File: config.mk
export PLATFORM = sky130hd
export DESIGN_NAME = adc_uart_reporter_flat
export DESIGN_NICKNAME = d
export VERILOG_FILES = /design/src/rtl/adc_uart_reporter_pkg.sv /design/src/rtl/adc_uart_reporter_if.sv /design/src/rtl/adc_uart_reporter_uart_tx.sv /design/src/rtl/adc_uart_reporter.sv /design/src/flat_wrapper.sv
export SDC_FILE = /design/constraint.sdc
export NUM_CORES = 1
export LEC_CHECK = 0
export CORE_ASPECT_RATIO = 0.7
export CORE_MARGIN = 2
export CORE_UTILIZATION = 65
export CTS_CLUSTER_SIZE = 20
export DETAILED_ROUTE_END_ITERATION = 10
export PLACE_DENSITY = 0.84
export REMOVE_ABC_BUFFERS = 1
export SETUP_SLACK_MARGIN = 0.3
export SLEW_MARGIN = 40
export SYNTH_ARGS = -nofsm -noshare
export SYNTH_HDL_FRONTEND = slang
export SYNTH_SLANG_ARGS = --single-unit
File: constraint.sdc
create_clock -name CLK -period 5.7 [get_ports CLK]
set_input_delay 0.855 -clock CLK [delete_from_list [all_inputs] [get_ports CLK]]
set_output_delay 0.855 -clock CLK [all_outputs]
set_load 0.01 [all_outputs]
File: src/rtl/adc_uart_reporter_pkg.sv
// Shared constants, FSM state encoding and ASCII helpers for the ADC level reporter.
// Level thresholds are the lower bound of each letter band.
package adc_report_pkg;

  localparam logic [7:0] LVL_B_MIN = 8'h0B;
  localparam logic [7:0] LVL_C_MIN = 8'h1D;
  localparam logic [7:0] LVL_D_MIN = 8'h35;
  localparam logic [7:0] LVL_E_MIN = 8'h67;
  localparam logic [7:0] LVL_F_MIN = 8'h9B;

  localparam logic [7:0] ASCII_SPACE = 8'h20;
  localparam logic [7:0] ASCII_CR    = 8'h0D;
  localparam logic [7:0] ASCII_LF    = 8'h0A;
  localparam logic [7:0] ASCII_A     = 8'h41;
  localparam logic [7:0] ASCII_0     = 8'h30;

  typedef enum logic [2:0] {
    ST_IDLE  = 3'd0,
    ST_LOAD  = 3'd1,
    ST_START = 3'd2,
    ST_DATA  = 3'd3,
    ST_STOP  = 3'd4,
    ST_NEXT  = 3'd5
  } fsm_state_e;

  localparam logic [2:0] S_IDLE  = ST_IDLE;
  localparam logic [2:0] S_LOAD  = ST_LOAD;
  localparam logic [2:0] S_START = ST_START;
  localparam logic [2:0] S_DATA  = ST_DATA;
  localparam logic [2:0] S_STOP  = ST_STOP;
  localparam logic [2:0] S_NEXT  = ST_NEXT;

  function automatic logic [7:0] nibble_ascii(input logic [3:0] n);
    if (n < 4'd10) return ASCII_0 + {4'd0, n};
    else           return ASCII_A + {4'd0, n} - 8'd10;
  endfunction

  function automatic logic [7:0] level_ascii(input logic [7:0] avg);
    if      (avg >= LVL_F_MIN) return ASCII_A + 8'd5;
    else if (avg >= LVL_E_MIN) return ASCII_A + 8'd4;
    else if (avg >= LVL_D_MIN) return ASCII_A + 8'd3;
    else if (avg >= LVL_C_MIN) return ASCII_A + 8'd2;
    else if (avg >= LVL_B_MIN) return ASCII_A + 8'd1;
    else                       return ASCII_A;
  endfunction

endpackage

File: src/rtl/adc_uart_reporter_if.sv
// Sample stream from the ADC capture stage: one-cycle valid strobe with 8-bit data.
interface adc_uart_reporter_if;
  logic [7:0] sample_data;
  logic       sample_valid;

  modport master (output sample_data, output sample_valid);
  modport slave  (input  sample_data, input  sample_valid);
endinterface

File: src/rtl/adc_uart_reporter_uart_tx.sv
// 8N1 serialiser: one byte per tx_start, tx_done pulses in the final stop-bit cycle.
//   state   | meaning
//   IDLE    | line high, waiting for tx_start
//   START   | start bit (low) for CLKS_PER_BIT cycles
//   DATA    | 8 data bits LSB first, CLKS_PER_BIT cycles each
//   STOP    | stop bit (high) for CLKS_PER_BIT cycles
module uart_tx_8n1
  import adc_report_pkg::*;
#(
  parameter int unsigned CLKS_PER_BIT = 868
) (
  input  logic       CLK,
  input  logic       RST,
  input  logic       tx_start,
  input  logic [7:0] tx_byte,
  output logic       tx_done,
  output logic       UART_TX
);

  localparam int unsigned TW = $clog2(CLKS_PER_BIT);
  localparam logic [TW-1:0] BIT_RELOAD = TW'(CLKS_PER_BIT - 1);

  logic [2:0]    state_q, state_d;
  logic [TW-1:0] timer_q, timer_d;
  logic [2:0]    bit_q, bit_d;
  logic [7:0]    shreg_q, shreg_d;
  logic          tx_q, tx_d;
  logic          timer_tc;

  assign timer_tc = (timer_q == '0);
  assign tx_done  = (state_q == S_STOP) && timer_tc;
  assign UART_TX  = tx_q;

  always_comb begin
    state_d = state_q;
    timer_d = timer_q;
    bit_d   = bit_q;
    shreg_d = shreg_q;
    tx_d    = tx_q;
    case (state_q)
      S_IDLE: begin
        tx_d = 1'b1;
        if (tx_start) begin
          shreg_d = tx_byte;
          timer_d = BIT_RELOAD;
          tx_d    = 1'b0;
          state_d = S_START;
        end
      end
      S_START: begin
        if (timer_tc) begin
          timer_d = BIT_RELOAD;
          bit_d   = 3'd0;
          tx_d    = shreg_q[0];
          state_d = S_DATA;
        end else begin
          timer_d = timer_q - 1'b1;
        end
      end
      S_DATA: begin
        if (timer_tc) begin
          timer_d = BIT_RELOAD;
          if (bit_q == 3'd7) begin
            tx_d    = 1'b1;
            state_d = S_STOP;
          end else begin
            // Shift first so the next bit is always at shreg_q[1] here.
            bit_d   = bit_q + 3'd1;
            shreg_d = {1'b0, shreg_q[7:1]};
            tx_d    = shreg_q[1];
          end
        end else begin
          timer_d = timer_q - 1'b1;
        end
      end
      S_STOP: begin
        if (timer_tc) state_d = S_IDLE;
        else          timer_d = timer_q - 1'b1;
      end
      default: begin
        tx_d    = 1'b1;
        state_d = S_IDLE;
      end
    endcase
  end

  always_ff @(posedge CLK or posedge RST) begin
    if (RST) begin
      state_q <= S_IDLE;
      timer_q <= '0;
      bit_q   <= '0;
      shreg_q <= '0;
      tx_q    <= 1'b1;
    end else begin
      state_q <= state_d;
      timer_q <= timer_d;
      bit_q   <= bit_d;
      shreg_q <= shreg_d;
      tx_q    <= tx_d;
    end
  end

endmodule

File: src/rtl/adc_uart_reporter.sv
// Box-car averages ADC samples and reports each average as "L HH\r\n" over 8N1 UART.
//   state   | meaning
//   IDLE    | no frame in progress
//   LOAD    | hand current byte to the serialiser
//   START   | serialiser busy with the byte, waiting for tx_done
//   NEXT    | advance byte index, or chain the pending result, or finish
module adc_uart_reporter
  import adc_report_pkg::*;
#(
  parameter int unsigned CLKS_PER_BIT = 868,
  parameter int unsigned AVG_LOG2     = 4
) (
  input  logic                CLK,
  input  logic                RST,
  adc_uart_reporter_if.slave  smp,
  output logic                UART_TX,
  output logic                busy,
  output logic                overrun
);

  localparam int unsigned AW = 8 + AVG_LOG2;
  localparam int unsigned CW = (AVG_LOG2 == 0) ? 1 : AVG_LOG2;
  localparam logic [CW-1:0] CNT_LAST = CW'((1 << AVG_LOG2) - 1);

  logic [AW-1:0] acc_q, acc_d, sum;
  logic [CW-1:0] cnt_q, cnt_d;
  logic [7:0]    avg;
  logic          avg_done;

  logic [2:0] state_q, state_d;
  logic [2:0] idx_q, idx_d;
  logic [7:0] frame_q, frame_d;
  logic [7:0] slot_q, slot_d;
  logic       slot_full_q, slot_full_d;
  logic       busy_q, busy_d;
  logic       overrun_q, overrun_d;

  logic       avail, frame_end, start_frame, tx_start, tx_done;
  logic [7:0] src, tx_byte;

  assign sum      = acc_q + AW'(smp.sample_data);
  assign avg      = 8'(sum >> AVG_LOG2);
  assign avg_done = smp.sample_valid && (cnt_q == CNT_LAST);

  always_comb begin
    acc_d = acc_q;
    cnt_d = cnt_q;
    if (smp.sample_valid) begin
      if (avg_done) begin
        acc_d = '0;
        cnt_d = '0;
      end else begin
        acc_d = sum;
        cnt_d = cnt_q + 1'b1;
      end
    end
  end

  // A pending slot always wins over a same-cycle average, which then takes the slot.
  assign avail       = slot_full_q || avg_done;
  assign src         = slot_full_q ? slot_q : avg;
  assign frame_end   = (state_q == S_NEXT) && (idx_q == 3'd5);
  assign start_frame = ((state_q == S_IDLE) || frame_end) && avail;
  assign tx_start    = (state_q == S_LOAD);

  always_comb begin
    state_d     = state_q;
    idx_d       = idx_q;
    frame_d     = frame_q;
    slot_d      = slot_q;
    slot_full_d = slot_full_q;
    overrun_d   = overrun_q;
    case (state_q)
      S_IDLE:  if (avail) state_d = S_LOAD;
      S_LOAD:  state_d = S_START;
      S_START: if (tx_done) state_d = S_NEXT;
      S_NEXT: begin
        if (idx_q != 3'd5) begin
          idx_d   = idx_q + 3'd1;
          state_d = S_LOAD;
        end else if (avail) begin
          state_d = S_LOAD;
        end else begin
          state_d = S_IDLE;
        end
      end
      default: state_d = S_IDLE;
    endcase

    if (start_frame) begin
      frame_d     = src;
      idx_d       = 3'd0;
      slot_full_d = slot_full_q && avg_done;
      if (slot_full_q && avg_done) slot_d = avg;
    end else if (avg_done) begin
      slot_d      = avg;
      slot_full_d = 1'b1;
      if (slot_full_q) overrun_d = 1'b1;
    end

    busy_d = busy_q;
    if (state_q == S_LOAD)  busy_d = 1'b1;
    if (state_d == S_IDLE)  busy_d = 1'b0;
  end

  always_comb begin
    case (idx_q)
      3'd0:    tx_byte = level_ascii(frame_q);
      3'd1:    tx_byte = ASCII_SPACE;
      3'd2:    tx_byte = nibble_ascii(frame_q[7:4]);
      3'd3:    tx_byte = nibble_ascii(frame_q[3:0]);
      3'd4:    tx_byte = ASCII_CR;
      default: tx_byte = ASCII_LF;
    endcase
  end

  always_ff @(posedge CLK or posedge RST) begin
    if (RST) begin
      acc_q       <= '0;
      cnt_q       <= '0;
      state_q     <= S_IDLE;
      idx_q       <= '0;
      frame_q     <= '0;
      slot_q      <= '0;
      slot_full_q <= 1'b0;
      busy_q      <= 1'b0;
      overrun_q   <= 1'b0;
    end else begin
      acc_q       <= acc_d;
      cnt_q       <= cnt_d;
      state_q     <= state_d;
      idx_q       <= idx_d;
      frame_q     <= frame_d;
      slot_q      <= slot_d;
      slot_full_q <= slot_full_d;
      busy_q      <= busy_d;
      overrun_q   <= overrun_d;
    end
  end

  uart_tx_8n1 #(.CLKS_PER_BIT(CLKS_PER_BIT)) u_tx (
    .CLK      (CLK),
    .RST      (RST),
    .tx_start (tx_start),
    .tx_byte  (tx_byte),
    .tx_done  (tx_done),
    .UART_TX  (UART_TX)
  );

  assign busy    = busy_q;
  assign overrun = overrun_q;

endmodule

File: src/flat_wrapper.sv
// flat-port wrapper written by rule: the top's interface ports become plain ports
module adc_uart_reporter_flat import adc_report_pkg::*;
#(
  parameter int unsigned CLKS_PER_BIT = 868,
  parameter int unsigned AVG_LOG2     = 4
)
  (CLK, RST, UART_TX, busy, overrun, smp_sample_data, smp_sample_valid);
  adc_uart_reporter_if smp_i ();
  input  logic CLK;
  input  logic RST;
  output logic UART_TX;
  output logic busy;
  output logic overrun;
  input wire logic [$bits(smp_i.sample_data)-1:0] smp_sample_data;
  input wire logic [$bits(smp_i.sample_valid)-1:0] smp_sample_valid;
  assign smp_i.sample_data = smp_sample_data;
  assign smp_i.sample_valid = smp_sample_valid;
  adc_uart_reporter #(.CLKS_PER_BIT(CLKS_PER_BIT), .AVG_LOG2(AVG_LOG2)) u_core (.CLK(CLK), .RST(RST), .smp(smp_i), .UART_TX(UART_TX), .busy(busy), .overrun(overrun));
endmodule
* Yosys cells after proc, flatten, opt, wreduce, memory -nomap -nowiden
Cells that the tools add are included.
** Operators by class
- $add $sub $neg :: 11
- Order comparisons :: 7
- Reduce and logical (&&, ||, !) cells :: 28
- Bitwise gates (word level) :: 2
- Eq/ne operators :: 22
- Mux-type cells :: 48
** Operators with widths (count)
- 2-to-1 mux 8 bit :: 13
- one-hot mux 8 bit (5 select lines) :: 1
- 2-to-1 mux 3 bit :: 13
- 2-to-1 mux 10 bit :: 3
- one-hot mux 10 bit (3 select lines) :: 1
- one-hot mux 3 bit (4 select lines) :: 2
- adder 7 x 4 -> 8 bit (first input constant) :: 2
- one-hot mux 8 bit (2 select lines) :: 1
- subtractor 8 x 4 -> 8 bit (second input constant) :: 2
- == test 3 x 2 -> 1 bit (second input constant) :: 5
- == test 3 bit (second input constant) :: 5
- adder 6 x 4 -> 7 bit (first input constant) :: 2
- inequality test 2 bit (second input constant) :: 7
- adder 12 x 8 -> 12 bit :: 1
- logical NOT 3 bit :: 4
- 2-to-1 mux 12 bit :: 1
- nonzero test 2 bit :: 6
- logical NOT 10 bit :: 1
- subtractor 10 x 1 -> 10 bit (second input constant) :: 1
- 2-to-1 mux 1 bit :: 9
- AND reduction 3 bit :: 3
- greater-or-equal comparator 8 x 4 -> 1 bit (second input constant) :: 1
- greater-or-equal comparator 8 x 5 -> 1 bit (second input constant) :: 1
- greater-or-equal comparator 8 x 6 -> 1 bit (second input constant) :: 1
- 21 further kinds :: 32
** Storage, ports and cells
- Logic and storage cells :: 132
- Flip-flop bits (word level) :: 66

* Depth between registers and ports, before layout
Gate-level depths: netlist of the first run.
- Depth after elaboration :: 9
- Depth in mapped cells :: 10

* By module
Synthesis of the first run repeated with hierarchy kept, for this count alone.
** Unflattened totals
- Cells, all modules :: 442
- Area, all modules :: 4209.0 µm²
** Modules (own cells, without submodules)
- adc_uart_reporter :: times used 1, cells an instance 304, area each 2698.8 µm², sequential area each 1026.0 µm²
- uart_tx_8n1 :: times used 1, cells an instance 138, area each 1510.2 µm², sequential area each 626.9 µm²

* Worst setup path after synthesis of the first run
OpenSTA, ideal clock, no wires.
- Path kind :: input port to flip-flop
- From :: in smp_sample_data[0]
- To :: reg u_core.slot_q[6]
- Required time :: 5.570 ns
- Setup slack :: 3.256 ns
- Stages on the path :: 8
- Arrival time :: 2.314 ns
- Cell sequence :: ha_1 > fa_1 > a211oi_1 > o21bai_1 > o22a_1 > nand3_1 > xnor2_1 > o21ai_0
** Between the ends
- Cells in the longest elaborated chain, start to end :: 3
- Elaborated cells between the ends (all ways) :: 4
- Those cells by class :: add/sub: 1; mux: 3
** RTL lines
- from (decl) :: line flat_wrapper.sv:14 : input wire logic [$bits(smp_i.sample_data)-1:0] smp_sample_data;
- adder 12 x 8 -> 12 bit (*) :: line adc_uart_reporter.sv:41 : assign sum = acc_q + AW'(smp.sample_data);
- 2-to-1 mux 8 bit (on tied branches) :: line adc_uart_reporter.sv:95, adc_uart_reporter.sv:94
- 2-to-1 mux 8 bit (*) :: line adc_uart_reporter.sv:90 : if (start_frame) begin
- to (signal assigned) :: line adc_uart_reporter.sv:134 : slot_q <= slot_d;
- to (decl) :: line adc_uart_reporter.sv:33 : logic [7:0] slot_q, slot_d;
Every way passes the cells marked *; elsewhere a longest branch is shown, timed or not. The select of a mux whose other input is x is not followed.
A chain may end at the register's enable or synchronous reset.

* Worst setup path after layout of the first run
- From :: in smp_sample_data[0]
- To :: reg u_core.frame_q[4]
** Between the ends
- Cells in the longest elaborated chain, start to end :: 2
** RTL lines
- adder 12 x 8 -> 12 bit :: line adc_uart_reporter.sv:41
- 2-to-1 mux 8 bit :: line adc_uart_reporter.sv:61 : assign src = slot_full_q ? slot_q : avg;
- to (signal assigned) :: line adc_uart_reporter.sv:133 : frame_q <= frame_d;
- to (decl) :: line adc_uart_reporter.sv:32 : logic [7:0] frame_q, frame_d;
Every way passes these cells.

==> results of run 1 <==
==> worst paths after layout <==
check	start	end	slack [ns]	cells past startpoint
max in group asynchronous	RST	u_core.u_tx.bit_q[2]$_DFFE_PP0P_	4.30	3
max	smp_sample_data[0]	u_core.frame_q[4]$_DFFE_PP0P_	2.96	9
min reg2reg	u_core.u_tx.shreg_q[3]$_DFFE_PP0P_	u_core.u_tx.shreg_q[3]$_DFFE_PP0P_	0.49	2
min	u_core.u_tx.shreg_q[3]$_DFFE_PP0P_	u_core.u_tx.shreg_q[3]$_DFFE_PP0P_	0.49	2
max reg2reg	u_core.frame_q[1]$_DFFE_PP0P_	u_core.u_tx.shreg_q[2]$_DFFE_PP0P_	3.44	8
min in group asynchronous	RST	u_core.cnt_q[3]$_DFFE_PP0P_	0.97	3
==> area by class of cell <==
class,count,area (um^2)
Multi-Input combinational cell,331,2200
Sequential cell,65,1630
Fill cell,418,1510
Timing Repair Buffer,15,149
Clock buffer,13,139
Inverter,28,105
Tap cell,75,93.8
Clock inverter,3,17.5
==> kinds of logic after synthesis <==
| family | count (synthesis) | synth area share |
|---|---|---|
| AO/OA/AOI/OAI | 148 | 0.241 |
| XOR/XNOR | 17 | 0.0372 |
| buffers and inverters | 43 | 0.0440 |
| flip-flops | 65 | 0.406 |
| adder cells (fa/ha/maj) | 27 | 0.0855 |
| multiplexers | 8 | 0.0219 |
| AND/OR/NAND/NOR | 131 | 0.164 |
==> flip-flops by register name (all words and copies together) (netlist names) <==
name / cells
u_core.busy: 1
u_core.frame_q: 8
u_core.cnt_q: 4
u_core.u_tx.UART_TX: 1
u_core.u_tx.shreg_q: 7
u_core.state_q: 3
u_core.idx_q: 3
u_core.u_tx.state_q: 3
u_core.slot_full_q: 1
u_core.overrun: 1
u_core.slot_q: 8
u_core.acc_q: 12
u_core.u_tx.timer_q: 10
u_core.u_tx.bit_q: 3
==> worst reg2reg max path, delay by kind of cell, from the launching register on <==
kind | cells | cell delay (ns)
buffers and inverters | 1 | 0.13
adders and majority gates | 1 | 0.21
AOI/OAI and AO/OA | 3 | 0.57
DFF | 1 | 0.42
and+or+nand+nor | 2 | 0.51
muxes | 1 | 0.28
==> layout by cell type (no fill, tap or decap), drive strengths merged, types with 3 or more instances in the layout <==
master / count
nor4: 5
dfrtp: 64
clkdlybuf4s50: 13
nor2b: 7
mux2: 6
a21o: 7
a211oi: 6
xor2: 5
ha: 25
o21a: 5
clkbuf: 13
nor2: 24
nand2: 56
o21ai: 50
a22o: 5
inv: 28
a21oi: 36
o31ai: 4
o211ai: 4
xnor2: 12
o22ai: 9
nor3: 3
nand4: 4
nand3: 13
and3: 4
==> routing by layer <==
| layer | vias to the layer above | track usage | wire length, um |
|---|---|---|---|
| li1 | 1601 | - | - |
| met1 | 1615 | 0.428 | 4360 |
| met2 | 121 | 0.403 | 3860 |
| met3 | 11 | 0.0615 | 561 |
| met4 | 0 | 0.0849 | 97 |
| met5 | - | 0 | 0 |
==> through the flow <==
step | hold slack (ns) | worst slack (ns) | area (um^2) | power (W)
4_1_cts | 0.492 | 2.97 | 4330 | 0.00137
3_5_place_dp | 0.474 | 2.64 | 4180 | 0.00104
3_3_place_gp | 0.456 | 2.72 | 4180 | 0.00102
2_1_floorplan | 0.440 | 3.22 | 3940 | 0.000933
5_1_grt | 0.511 | 2.86 | 4340 | 0.00147
6_report | 0.487 | 2.96 | 4340 | 0.00137
==> power by group <==
| part | switching, W | leakage [nW] | total [W] | internal [W] |
|---|---|---|---|---|
| Sequential | 0.0000785 | 0.788 | 0.000622 | 0.000544 |
| Combinational | 0.000242 | 1.04 | 0.000423 | 0.000181 |
| Clock | 0.000170 | 0.0774 | 0.000327 | 0.000157 |
==> flow_summary.toml, run 1 <==
[drt]
routed_via_density = 6.32
drtAntennaViolNets = 0
first_pass_iters = 5
drt_iter0_markers = 301
wl_per_cell_um = 16.8
num_vias = 3348
wl_mm = 8.88
route.detailed.drc = 0

[logic_synthesis]
synth_flop_cell = "dfrtp_1"
ys_async_sr_fraction = 1.00
synth_edf_count = 0
synth-seq-cells = 65
syn_area_um2 = 4010
yosys_warnings = 0
synth_area_leaders = "dfrtp_1, ha_1, o21ai_0"
synth_top_area_cell = "dfrtp_1"
yosysMostFrequentCell = "dfrtp_1"
synthCells = 439
yosysSeqAreaShare = 0.406
yosysUniqueCellTypes = 69
syn_area_per_cell_um2 = 9.13
synth_top_area_frac = 0.400
synth.top_cells.by_count = "dfrtp_1, nand2_1, o21ai_0"

[worst_setup_path]
path_class = "primary input to flop"
arrival_ns = 2.95
path_max_fanout = 4
cp-end-kind = "flop"
cpPeakStageDelay_ns = 0.43
crit_buf_inv = 1
crit_family = "compound AO/OA/AOI/OAI gates"
start_kind = "primary input"
path_cells = "clkdlybuf4s50_1, ha_1, fa_1, a211oi_1, o21bai_1, o22a_1, xor2_1, nor2_1, o22ai_1"
crit_required_ns = 5.91
critPathSlowestCell = "fa_1"

[grt]
grt_pass1_vias = 3239
grt_max_degree = 66
grt_pass1_wl_mm = 15.6
grt-ovfl-total = 0
antenna_found_initial = 0
grt.total_usage = 0.281

[power]
irDropWorstVdd_v = 0.000248
leakagePower_nw = 1.90
p_per_area_nw_per_um2 = 317

[floorplanning]
die_h_um = 69.7
core_um2 = 5840
fp-row-count = 23
die_w_um = 97.9
die-area_um2 = 6820
start_util = 0.686
ioPinCount = 14

[timing]
slew_violations = 0
rsz0062_at_grt = "false"
skew_ns = 0.00797
fin_crit_ns = 2.74
fin_crit_sh = 0.481
clock.fmax_mhz = 365
setup_tns_ns = 0
setup_viol = 0
slew-limit-headroom = 0.556
max_slew.worst_pin.slew_ns = 0.661
hold_viol = 0

[worst_hold_path]
hold_class = "flop to flop"

[clocking]
clkSlewWorstSetupHoldPaths_ns = 0.07
ctsLongestPathBuffers = 2
cts_num_sinks = 65
cts_made_buffers = 9
cts_setup_buffers = 0
cts_tree = "done"
cts_hold_buf = 0
clkLatencyLatePin_ns = 0.34
ctsHtreeMaxLevel = 3
cts_root_buf = "clkbuf_8"
post_cts_resized = 0

[placed_design]
gp_congestion = 0.876
dp_hpwl_mm = 6.41
dp_cells = 514
numPortBuffers = 13

[layout]
post-route-util = 0.742
drive_gt1_frac = 0.0879
area_growth_syn_to_layout_pct = 8.18
nets = 487
stdcell_count = 530
n_antenna_cell = 0

[outcome]
status = "completed"

[run]
cap_violations = 0
No activity file was read; power rests on OpenSTA's default activity.
==> run 2: changes to the inputs <==
--- a/config.mk
+++ b/config.mk
@@ -7,10 +7,10 @@
 export LEC_CHECK = 0
 export CORE_ASPECT_RATIO = 0.7
 export CORE_MARGIN = 2
-export CORE_UTILIZATION = 65
+export CORE_UTILIZATION = 56
 export CTS_CLUSTER_SIZE = 20
 export DETAILED_ROUTE_END_ITERATION = 10
-export PLACE_DENSITY = 0.84
+export PLACE_DENSITY = 0.77
 export REMOVE_ABC_BUFFERS = 1
 export SETUP_SLACK_MARGIN = 0.3
 export SLEW_MARGIN = 40
==> constraint.sdc (replaced) <==
create_clock -name CLK -period 2.37 [get_ports CLK]
set_input_delay 0.3555 -clock CLK [delete_from_list [all_inputs] [get_ports CLK]]
set_output_delay 0.3555 -clock CLK [all_outputs]
set_load 0.01 [all_outputs]
==> flow_summary.toml, run 2 (synthesis results as in run 1) <==
[clocking]
ctsHtreeMaxLevel = 3
cts_tree = "done"
clkLatencyLatePin_ns = 0.35
cts_num_sinks = 65
cts_hold_buf = 0
cts_root_buf = "clkbuf_8"
ctsLongestPathBuffers = 2
cts_made_buffers = 9
clkSlewWorstSetupHoldPaths_ns = 0.07

[floorplanning]
die_w_um = 105
die-area_um2 = 7860
core_um2 = 6850
start_util = 0.585
ioPinCount = 14
die_h_um = 74.8
fp-row-count = 25

[timing]
timing.hold.ws_ns = 0.272
skew_ns = 0.00901
fin_crit_ns = 2.13
setup_viol = 0
worst_slack_ns = 0.235
slew_violations = 0
clock.fmax_mhz = 468
hold_viol = 0
slew-limit-headroom = 0.518
setup_tns_ns = 0
max_slew.worst_pin.slew_ns = 0.717
rsz0062_at_grt = "true"
fin_crit_sh = 0.901

[layout]
drive_gt1_frac = 0.220
layout_common_cells = "dfrtp_1, nand2_1, o21ai_0"
stdcell_count = 580
fillers = 513
top_register = "u_core.acc_q"
multi_input_area_um2 = 2340
n_antenna_cell = 0
largest_register_ffs = 12
top_regs = "u_core.acc_q: 12 flops, u_core.u_tx.timer_q: 10 flops"
regArea_um2 = 1630
area_growth_syn_to_layout_pct = 20.0
nets = 520
layout.cells.most_common = "dfrtp_1"

[grt]
grt_pass1_vias = 3200
grt-ovfl-total = 0
grt_max_degree = 35
grt.total_usage = 0.258
grt_pass1_wl_mm = 15.8
antenna_found_initial = 0

[worst_setup_path]
start_kind = "flop"
crit_required_ns = 2.60
crit_buf_inv = 1
path_max_fanout = 5
path_class = "flop to flop"
critPathSlowestCell = "or4_1"
cp-end-kind = "flop"
cpPeakStageDelay_ns = 0.40
path_cells = "inv_1, ha_2, a21oi_2, or4_1, a222oi_1, o21ai_1, mux2_2"
arrival_ns = 2.37
crit_family = "compound AO/OA/AOI/OAI gates"

[power]
leakagePower_nw = 2.10
p_per_area_nw_per_um2 = 785
power.total_w = 0.00378
irDropWorstVdd_v = 0.000562

[placed_design]
numPortBuffers = 13
dp_hpwl_mm = 6.84
dp_slack_ns = -0.188
dp_cells = 554
gp_congestion = 0.962

[drt]
wl_per_cell_um = 16.9
drt_iter0_markers = 323
num_vias = 3516
drtAntennaViolNets = 0
first_pass_iters = 5
route.detailed.drc = 0
routed_via_density = 6.06
wl_mm = 9.79

[outcome]
status = "completed"

[run]
cap_violations = 0

[worst_hold_path]
hold_class = "primary input to async pin"
-- run 2: changes by cell type in the layout (fill, tap and decap cells not counted), moves of 5 or more --
cell     previous run  this run
a21oi_1            32        27
o21ai_1             1         7
o21ai_0            47        38
buf_4               1        29
a21oi_2             2         7
-- run 2: layer usage --
layer	share of wire	up-vias	GRT usage	wire length, um
met2	0.43	144	0.372	4180
met1	0.49	1699	0.388	4780
met3	0.069	14	0.0615	671
met5	0	-	0	0
met4	0.016	0	0.0785	155
li1	-	1659	-	-
-- run 2: worst reg2reg max path: stages, from the launching register on --
cell and delay [ns]:
dfrtp_1 0.39, inv_1 0.15, ha_2 0.25, a21oi_2 0.09, or4_1 0.40, a222oi_1 0.38, o21ai_1 0.09, mux2_2 0.27
-- run 2: area by class of cell --
class	instances	share of cell area
Sequential cell	65	0.339
Clock buffer	11	0.0315
Clock inverter	3	0.00364
Tap cell	94	0.0245
Inverter	28	0.0219
Multi-Input combinational cell	331	0.488
Timing Repair Buffer	48	0.0924
-- run 2: final timing paths --
| path | startpoint | to | slack, ns | cells after the start |
|---|---|---|---|---|
| setup / recovery | u_core.frame_q[1]$_DFFE_PP0P_ | u_core.u_tx.shreg_q[2]$_DFFE_PP0P_ | 0.24 | 7 |
| hold / removal | RST | u_core.u_tx.timer_q[3]$_DFFE_PP0P_ | 0.27 | 2 |
| setup reg to reg | u_core.frame_q[1]$_DFFE_PP0P_ | u_core.u_tx.shreg_q[2]$_DFFE_PP0P_ | 0.24 | 7 |
| hold reg to reg | u_core.overrun$_DFFE_PP0P_ | u_core.overrun$_DFFE_PP0P_ | 0.48 | 1 |
| max in group asynchronous | RST | u_core.idx_q[0]$_DFFE_PP0P_ | 1.53 | 3 |
| min in group CLK | smp_sample_data[0] | u_core.acc_q[0]$_DFFE_PP0P_ | 0.43 | 4 |
-- run 2: per-stage QoR --
step | cell area (um^2) | util
5_1_grt | 4810 | 0.702
4_1_cts | 4650 | 0.679
2_1_floorplan | 3940 | -
3_3_place_gp | 4370 | 0.638
6_report | 4810 | 0.702
3_5_place_dp | 4370 | 0.638
-- run 2: repair_timing --
action	4_1_cts	5_1_grt
pin swaps	6	10
endpoints found under the setup margin	24	33
setup buffers	8	4
gates resized for setup	10	36
-- run 2: report_power, final --
part           total [W]  switching [W]  internal [W]
Combinational    0.00142       0.000745      0.000680
Sequential       0.00151       0.000207       0.00131
Clock           0.000837       0.000416      0.000421
Total            0.00378        0.00137       0.00241
==> run 3: changes to the inputs <==
--- a/config.mk
+++ b/config.mk
@@ -8,7 +8,7 @@
 export CORE_ASPECT_RATIO = 0.7
 export CORE_MARGIN = 2
 export CORE_UTILIZATION = 56
-export CTS_CLUSTER_SIZE = 20
+export CTS_CLUSTER_SIZE = 8
 export DETAILED_ROUTE_END_ITERATION = 10
 export PLACE_DENSITY = 0.77
 export REMOVE_ABC_BUFFERS = 1
==> results of run 3 <==
No change in the layout: final DEF, timing and power equal those of run 2.
